### src/rtl/functional_unit_arbiter.sv
// Round-robin arbiter sharing one pipelined 64-bit vector unit among NUM_REQ issue sources,
// with multi-beat locking and a tag pipeline that steers each result back to its requester.
module functional_unit_arbiter #(
  parameter int NUM_REQ    = 4,
  parameter int FU_LATENCY = 3,
  parameter int OP_WIDTH   = 16
) (
  input  logic                         clock,
  input  logic                         reset_n,
  input  logic [NUM_REQ-1:0]           req_valid,
  input  logic [NUM_REQ-1:0]           req_last,
  input  logic [NUM_REQ*OP_WIDTH-1:0]  req_op,
  input  logic [NUM_REQ*64-1:0]        req_vs2,
  input  logic [NUM_REQ*64-1:0]        req_vs1,
  output logic [NUM_REQ-1:0]           req_ready,
  output logic                         fu_valid,
  input  logic                         fu_ready,
  output logic [OP_WIDTH-1:0]          fu_op,
  output logic [63:0]                  fu_vs2,
  output logic [63:0]                  fu_vs1,
  input  logic [63:0]                  fu_vd,
  output logic [NUM_REQ-1:0]           rsp_valid,
  output logic [63:0]                  rsp_vd,
  output logic                         busy
);

  localparam int DATA_W = 64;
  localparam int IDX_W  = (NUM_REQ > 1) ? $clog2(NUM_REQ) : 1;

  typedef enum logic {
    S_IDLE   = 1'b0,
    S_LOCKED = 1'b1
  } state_t;

  state_t                r_state;
  state_t                w_state_nxt;
  logic [IDX_W-1:0]      r_rr_ptr;
  logic [IDX_W-1:0]      r_owner;
  logic [IDX_W-1:0]      w_scan [NUM_REQ];
  logic                  w_gnt_vld;
  logic [IDX_W-1:0]      w_gnt_idx;
  logic                  w_accept;
  logic                  w_last;
  logic                  w_locked;
  logic [FU_LATENCY-1:0] r_tag_vld;
  logic [IDX_W-1:0]      r_tag_idx [FU_LATENCY];
  logic [NUM_REQ-1:0]    r_rsp_valid;
  logic [DATA_W-1:0]     r_rsp_vd;

  function automatic logic [NUM_REQ-1:0] f_onehot(input logic [IDX_W-1:0] idx);
    logic [NUM_REQ-1:0] v;
    v = '0;
    v[idx] = 1'b1;
    return v;
  endfunction

  function automatic logic [IDX_W-1:0] f_next_ptr(input logic [IDX_W-1:0] idx);
    logic [IDX_W-1:0] v;
    if (idx == IDX_W'(NUM_REQ - 1)) v = '0;
    else                            v = idx + 1'b1;
    return v;
  endfunction

  // Rotated search order starting at the round-robin pointer.
  always_comb begin
    for (int k = 0; k < NUM_REQ; k++) begin
      w_scan[k] = IDX_W'((int'(r_rr_ptr) + k) % NUM_REQ);
    end
  end

  // Grant selection is gated by reset so the unit sees nothing while reset is held.
  always_comb begin
    w_gnt_vld = 1'b0;
    w_gnt_idx = '0;
    if (reset_n) begin
      if (r_state == S_LOCKED) begin
        w_gnt_vld = req_valid[r_owner];
        w_gnt_idx = r_owner;
      end else begin
        for (int k = NUM_REQ - 1; k >= 0; k--) begin
          if (req_valid[w_scan[k]]) begin
            w_gnt_vld = 1'b1;
            w_gnt_idx = w_scan[k];
          end
        end
      end
    end
  end

  assign w_accept = w_gnt_vld & fu_ready;
  assign w_last   = req_last[w_gnt_idx];

  always_comb begin
    fu_op  = '0;
    fu_vs2 = '0;
    fu_vs1 = '0;
    if (w_gnt_vld) begin
      fu_op  = req_op[int'(w_gnt_idx) * OP_WIDTH +: OP_WIDTH];
      fu_vs2 = req_vs2[int'(w_gnt_idx) * DATA_W +: DATA_W];
      fu_vs1 = req_vs1[int'(w_gnt_idx) * DATA_W +: DATA_W];
    end
  end

  assign fu_valid  = w_gnt_vld;
  assign req_ready = w_accept ? f_onehot(w_gnt_idx) : '0;

  always_ff @(posedge clock or negedge reset_n) begin
    if (!reset_n) begin
      r_state <= S_IDLE;
    end else begin
      r_state <= w_state_nxt;
    end
  end

  always_comb begin
    w_state_nxt = r_state;
    case (r_state)
      S_IDLE:   if (w_accept && !w_last) w_state_nxt = S_LOCKED;
      S_LOCKED: if (w_accept &&  w_last) w_state_nxt = S_IDLE;
      default:  w_state_nxt = S_IDLE;
    endcase
  end

  always_comb begin
    w_locked = (r_state == S_LOCKED);
    busy     = w_locked | (|r_tag_vld) | (|r_rsp_valid);
  end

  // Pointer only advances when a group finishes; owner is captured on a non-last beat.
  always_ff @(posedge clock or negedge reset_n) begin
    if (!reset_n) begin
      r_rr_ptr <= '0;
      r_owner  <= '0;
    end else if (w_accept) begin
      if (w_last) r_rr_ptr <= f_next_ptr(w_gnt_idx);
      else        r_owner  <= w_gnt_idx;
    end
  end

  // ---- tag pipe: stage 0 captures the accept, later stages shift unconditionally ----
  always_ff @(posedge clock or negedge reset_n) begin
    if (!reset_n) begin
      r_tag_vld <= '0;
    end else begin
      r_tag_vld[0] <= w_accept;
      for (int s = 1; s < FU_LATENCY; s++) begin
        r_tag_vld[s] <= r_tag_vld[s-1];
      end
    end
  end

  always_ff @(posedge clock) begin
    r_tag_idx[0] <= w_gnt_idx;
    for (int s = 1; s < FU_LATENCY; s++) begin
      r_tag_idx[s] <= r_tag_idx[s-1];
    end
  end

  // ---- response stage: registered result and one-hot strobe to the owning requester ----
  always_ff @(posedge clock or negedge reset_n) begin
    if (!reset_n) begin
      r_rsp_valid <= '0;
      r_rsp_vd    <= '0;
    end else if (r_tag_vld[FU_LATENCY-1]) begin
      r_rsp_valid <= f_onehot(r_tag_idx[FU_LATENCY-1]);
      r_rsp_vd    <= fu_vd;
    end else begin
      r_rsp_valid <= '0;
    end
  end

  assign rsp_valid = r_rsp_valid;
  assign rsp_vd    = r_rsp_vd;

endmodule

### config.mk
export PLATFORM = sky130hd
export DESIGN_NAME = functional_unit_arbiter
export DESIGN_NICKNAME = d
export VERILOG_FILES = /design/src/rtl/functional_unit_arbiter.sv
export SDC_FILE = /design/constraint.sdc
export NUM_CORES = 1
export LEC_CHECK = 0
export CAP_MARGIN = 10
export CORE_AREA = 2 2 341 343
export DETAILED_ROUTE_END_ITERATION = 8
export DIE_AREA = 0 0 343 345
export GPL_TIMING_DRIVEN = 0
export HOLD_SLACK_MARGIN = 0.1
export PLACE_DENSITY = 0.32
export SYNTH_ARGS = -nofsm -noshare
export SYNTH_HDL_FRONTEND = slang
export SYNTH_SLANG_ARGS = --single-unit
### constraint.sdc
create_clock -name clock -period 3.3 [get_ports clock]
set_input_delay 0.66 -clock clock [delete_from_list [all_inputs] [get_ports clock]]
set_output_delay 0.66 -clock clock [all_outputs]
set_load 0.1 [all_outputs]
==> flow_summary.toml, run 1 <==
[place]
dp_cells = 2949
gp_congestion = 0.910
numPortBuffers = 868
hpwl_mm = 73.3

[final_layout]
drive_above_1_share_pct = 43.5
final_cells = 3035
area.growth.synth_to_final_pct = 184
fin_util_pct = 19.1
fillCellCount = 12600
fin_nets = 2141

[timing]
fin_crit_sh_pct = 109
rsz0062_at_grt = "true"
final.setup_skew_ns = 0.0182
worstMarginPinSlew_ns = 1.19
hold_violations = 0
setup_viol = 144
finalSetupTns_ns = -26.37
worst_slack_ns = -0.287
final.min_clock_period_ns = 3.59
slew_viol_final = 0
fmax_mhz = 279
relSlewSlack_pct = 20.4

[setup_path]
crit_type = "flop to output pin"
arrival_ns = 2.93
worstRegToRegCells = 10
worst_setup_path_end_kind = "output pin"
crit_fanout = 6
startpoint_type = "flop"
required_ns = 2.64

[logic_synthesis]
synth_largest_area_cell = "mux4_2"
synth-seq-cells = 82
synth_fp_nets = 1207
synth.yosys.seq_area_share_pct = 26.1
synth_warnings = 0
synth.cell_area_mm2 = 0.00775
ys_types = 33
syn_inst = 552
avgSynthCellArea_um2 = 14.0
synth_top_area_share_pct = 42.4
synth_area_leaders = "mux4_2 42%, dfrtp_1 25%, and2_1 12%"

[outcome]
violations = "setup timing"
status = "finished with violations"

[floorplan]
die_x_um = 343
ios = 869
core_area_mm2 = 0.115
fp.dieH_um = 345
fp.dieArea_mm2 = 0.118
fp-row-count = 125
initial_core_util_pct = 6.73

[route]
dr.pass1.iters = 4
drc_errors = 0
drt-initial-drc-count = 473
vias = 9690
vias_per_cell = 3.19
drt-wirelength-per-cell_um = 28.3
ant_nets = 0
drt-total-wl_mm = 86.0

[clock_network]
root_buffer = "clkbuf_16"
cts.clk_slew.worst_paths_ns = 0.07
cts.sinks = 82
cts_buffers = 9
htree_num_levels = 3
cts_tree = "yes"
insertion_delay_ns = 0.37
clockBufferDepth = 2

[power]
power.density_mw_per_mm2 = 972
total_power_mw = 21.3
peakVddDrop_v = 0.000426
p_leak_nw = 8.25

[hold_path]
min_path_type = "input pin to async pin"

[grt]
grt_pass1_wl_mm = 107
first_global_vias = 10700
grt_antenna_before_repair = 66
grt_max_degree = 49
gr-total-overflow = 0
track_usage_pct = 13.7

[job]
cap_violations = 0
[critical path, stage by stage (launching register included)]
cell and delay (ns):
dfrtp_2 0.46, buf_6 0.14, nand3b_1 0.08, nand2_1 0.05
o31ai_1 0.20, o21a_2 0.22, inv_8 0.06, buf_12 0.15
buf_12 0.13, buf_16 0.15, buf_8 0.14, mux4_2 0.41
and2_4 0.19, buf_12 0.16
[final timing paths]
path / endpoint / startpoint / slack [ns]
max in group asynchronous: rsp_vd[20] / reset_n / 2.41
setup reg to reg: r_rr_ptr[1] / r_rr_ptr[1] / 0.93
hold reg to reg: r_tag_idx[0][4] / r_tag_idx[0][2] / 0.32
min in group clock: r_tag_idx[0][4] / r_tag_idx[0][2] / 0.32
setup / recovery: fu_vs2[49] / r_rr_ptr[1] / -0.29
hold / removal: rsp_vd[34] / reset_n / 0.26
[placed cells by master, fill, tap and decap left out, drive strengths merged, types with 4 or more instances in the layout]
cell,netlist,routed
and2,145,145
and3,5,5
buf,32,226
clkbuf,25,51
clkdlybuf4s50,0,713
dfrtp,76,76
dfxtp,6,6
diode,0,20
ha,4,4
inv,4,5
mux2,66,66
mux4,146,146
nand2,8,8
nor2,5,5
o21ai,8,8
[synthesized netlist by cell type, drive strengths merged]
cell type,instances
mux2,66
ha,4
nor2b,1
a21oi,3
and2,145
o221ai,1
nand2,8
o21ai,8
dfrtp,76
clkbuf,25
dfxtp,6
mux2i,1
a2111oi,1
mux4,146
nand2b,3
nor2,5
a21boi,1
nand3b,2
o31ai,2
inv,4
o21a,1
buf,32
and3b,1
nor3b,1
a211oi,1
nor4,3
and3,5
[through the flow]
stage               setup slack [ns]  hold WS (ns)  cell area [µm²]
floorplan                    -0.0402         0.310             7920
CTS                           -0.380         0.261            20600
global placement               -6.76         0.311            18500
detailed placement             -2.83         0.317            18600
global route                  -0.403         0.282            21900
finish                        -0.287         0.261            22000
[layout make-up]
class                      instances  area [µm²]  share of cell area, %
inverter                           4        25.0                  0.114
buffer                            56         777                   3.54
clock inverter                     4        48.8                  0.222
multi-input combinational        409        5710                   26.0
sequential                        82        2020                   9.21
antenna                           20        50.0                  0.228
tap                             1524        1910                   8.68
timing repair buffer             924       11200                   50.9
clock buffer                      12         256                   1.17
[routing by layer]
layer / routed length, µm / GRT usage [%] / vias to the layer above
met5: 159 / 0 / -
li1: - / - / 4085
met4: 1120 / 1.78 / 26
met2: 42700 / 24.0 / 600
met1: 31500 / 15.2 / 4885
met3: 10500 / 6.75 / 94
[power breakdown]
part | total (mW) | internal, mW | switching, mW | leakage (nW)
Clock | 1.10 | 0.630 | 0.474 | 0.153
Sequential | 1.75 | 1.47 | 0.277 | 0.957
Combinational | 18.5 | 7.34 | 11.2 | 7.14
[cell families (layout without fill, tap and decap cells)]
family,after synthesis,count (layout),share of synthesized area [%]
multiplexers,213,213,52.2
AND/OR/NAND/NOR,174,174,13.7
flip-flops,82,82,26.1
buffers and inverters,61,1000,5.88
AO/OA/AOI/OAI,18,18,1.52
adder cells (fa/ha/maj),4,4,0.646
other,0,20,0
[sequential cells by signal, indices dropped and copies added (netlist names), named ones only]
| register | cells |
|---|---|
| r_owner | 2 |
| r_rr_ptr | 2 |
| r_tag_idx | 6 |
| r_tag_vld | 3 |
| rsp_valid | 4 |
| rsp_vd | 64 |
[timing repair]
action / in CTS / in global routing
hold endpoints to repair: 0 / 0
hold buffers: 0 / 0
cloned: 11 / 15
endpoints found under the setup margin: 150 / 149
pin swaps: 8 / 2
gates resized for setup: 1335 / 320
buffers inserted: 22 / 8
Note: power is estimated with default switching activity, not from simulation.
==> run 2: changes to the inputs <==
--- a/config.mk
+++ b/config.mk
@@ -6,12 +6,12 @@
 export NUM_CORES = 1
 export LEC_CHECK = 0
 export CAP_MARGIN = 10
-export CORE_AREA = 2 2 341 343
+export CORE_AREA = 10 10 329 331
 export DETAILED_ROUTE_END_ITERATION = 8
-export DIE_AREA = 0 0 343 345
+export DIE_AREA = 0 0 339 341
 export GPL_TIMING_DRIVEN = 0
 export HOLD_SLACK_MARGIN = 0.1
-export PLACE_DENSITY = 0.32
+export PLACE_DENSITY = 0.35
 export SYNTH_ARGS = -nofsm -noshare
 export SYNTH_HDL_FRONTEND = slang
 export SYNTH_SLANG_ARGS = --single-unit
==> run 2 against run 1 <==
The run still ends with setup timing left. Clock skew decreased by 0.0062 ns. Global-route usage increased by 0.10 points. Non-clock buffer count decreased by 3. Maximum frequency increased by 0.54%. Sequential share of layout area increased by 0.20 points.
==> flow_summary.toml, run 2 (synthesis gave the netlist of run 1 again) <==
[power]
peakVddDrop_v = 0.000670
p_leak_nw = 8.15
power.density_mw_per_mm2 = 984

[final_layout]
fillCellCount = 11000
final_cell_mix = "713 x clkdlybuf4s50_1, 169 x buf_12, 146 x mux4_2"
largest_reg_flops = 64
area.growth.synth_to_final_pct = 177
fin_nets = 2138
final_common_cell = "clkdlybuf4s50_1"
drive_above_1_share_pct = 43.1
final_cells = 2862

[grt]
grt_max_degree = 33
gr-total-overflow = 0
track_usage_pct = 13.8
first_global_vias = 10700
grt_antenna_before_repair = 24
grt_pass1_wl_mm = 108

[setup_path]
crit_type = "flop to output pin"
arrival_ns = 2.91
critPathBufInv = 5
endpoint = "fu_vs1[36]"
required_ns = 2.64
crit_family = "buffers and inverters"
crit_fanout = 7
startpoint_type = "flop"
path_cells = "nand2b_4, a21oi_2, o31ai_1, o21a_2, inv_8, buf_12, buf_4, clkbuf_16, mux4_2, and2_2, buf_12"
reg2reg_to = "r_rr_ptr[1]"
worstRegToRegCells = 8
reg2reg_from = "r_rr_ptr[1]"
cpPeakStageDelay_ns = 0.48
crit_top_cell = "buf_12"
worst_setup_path_end_kind = "output pin"
cpMaxStageDelayCell = "mux4_2"
startpoint = "r_rr_ptr[1]"
crit_cells = 11
reg2reg_slack_ns = 0.89

[place]
gp_congestion = 0.904
numPortBuffers = 868
hpwl_mm = 74.1
dp_cells = 2793

[route]
drt-total-wl_mm = 85.4
drt-initial-drc-count = 398
ant_nets = 0
vias = 9480
drc_errors = 0
vias_per_cell = 3.31
drt-wirelength-per-cell_um = 29.8
dr.pass1.iters = 4

[clock_network]
cts.clk_slew.worst_paths_ns = 0.07
clockBufferDepth = 2
insertion_delay_ns = 0.36
cts.sinks = 82
cts_tree = "yes"
cts_hold_buf = 0
htree_num_levels = 3
root_buffer = "clkbuf_16"
cts_buffers = 9

[timing]
setup_viol = 145
finalSetupTns_ns = -25.72
slew_viol_final = 0
final.setup_skew_ns = 0.0120
hold_violations = 0
rsz0062_at_grt = "true"
fmax_mhz = 280
worstMarginPinSlew_ns = 1.14
worst_slack_ns = -0.267
relSlewSlack_pct = 23.5
final.min_clock_period_ns = 3.57
fin_crit_sh_pct = 108

[floorplan]
fp.dieH_um = 341
core_area_mm2 = 0.101
initial_core_util_pct = 7.64
die_x_um = 339
fp-row-count = 117
fp.dieArea_mm2 = 0.116
ios = 869

[job]
cap_violations = 0

[outcome]
violations = "setup timing"
status = "finished with violations"

[hold_path]
min_path_type = "input pin to async pin"
[run 2: cell count changes in the layout (fill, tap and decap cells not counted), sizes merged]
| cell | change |
|---|---|
| inv | +2 |
| clkinv | -2 |
| bufbuf | +1 |
| bufinv | +1 |
| clkbuf | -6 |
| buf | +1 |
| clkdlybuf4s18 | -1 |
| diode | -14 |
| clkinvlp | +1 |
[run 2: through the flow]
| stage | total power, mW | setup slack, ns | utilization [%] | area, µm² | hold WS [ns] |
|---|---|---|---|---|---|
| floorplan | 12.3 | -0.0402 | - | 7920 | 0.310 |
| global placement | 17.0 | -6.32 | 18.1 | 18300 | 0.311 |
| detailed placement | 17.1 | -3.27 | 18.2 | 18400 | 0.313 |
| CTS | 20.5 | -0.335 | 20.2 | 20500 | 0.156 |
| global route | 22.0 | -0.364 | 21.2 | 21500 | 0.169 |
| finish | 21.2 | -0.267 | 21.2 | 21500 | 0.172 |
[run 2: where the power goes]
part / internal, mW / switching, mW / total [mW]
Sequential: 1.47 / 0.312 / 1.78
Clock: 0.692 / 0.473 / 1.16
Combinational: 7.11 / 11.1 / 18.2
Total: 9.27 / 11.9 / 21.2
[run 2: worst reg2reg max path: cells and delay by family (launching register included)]
family	cells	cell delay, ns
multiplexers	2	0.65
AO/OA/AOI/OAI	2	0.59
buffers and inverters	3	0.47
flip-flops	1	0.46
AND/OR/NAND/NOR	1	0.11
[run 2: cell type report]
class	instances	area, µm²	share of cell area [%]
tap	1368	1710	7.96
clock buffer	10	239	1.11
clock inverter	6	93.8	0.437
inverter	4	22.5	0.105
antenna	6	15.0	0.0698
multi-input combinational	409	5680	26.4
buffer	54	728	3.39
timing repair buffer	923	11000	51.1
sequential	82	2020	9.41
[run 2: how the worst min path moves through the flow]
stage / start / cells after the start / slack, ns / endpoint
finish: reset_n / 1 / 0.17 / rsp_vd[43]
global route: reset_n / 1 / 0.17 / rsp_vd[43]
CTS: reset_n / 1 / 0.16 / rsp_vd[58]
detailed placement: r_tag_idx[0][1] / 0 / 0.31 / r_tag_idx[0][3]
global placement: r_tag_idx[0][2] / 0 / 0.31 / r_tag_idx[0][4]
floorplan: r_tag_idx[0][0] / 0 / 0.31 / r_tag_idx[0][2]
[run 2: timing repair]
| item | CTS | global route |
|---|---|---|
| gates resized for setup | 1356 | 231 |
| endpoints found under the hold margin | 0 | 0 |
| endpoints found under the setup margin | 154 | 150 |
| buffers inserted | 20 | 11 |
| pin swaps | 14 | 3 |
| cloned | 12 | 11 |
[run 2: routing by layer]
metal | up-vias | wire length [µm] | global-route usage, %
li1 | 4041 | - | -
met1 | 4849 | 29900 | 14.4
met2 | 528 | 45000 | 25.9
met3 | 52 | 9300 | 6.17
met4 | 10 | 1190 | 1.72
met5 | - | 62 | 0
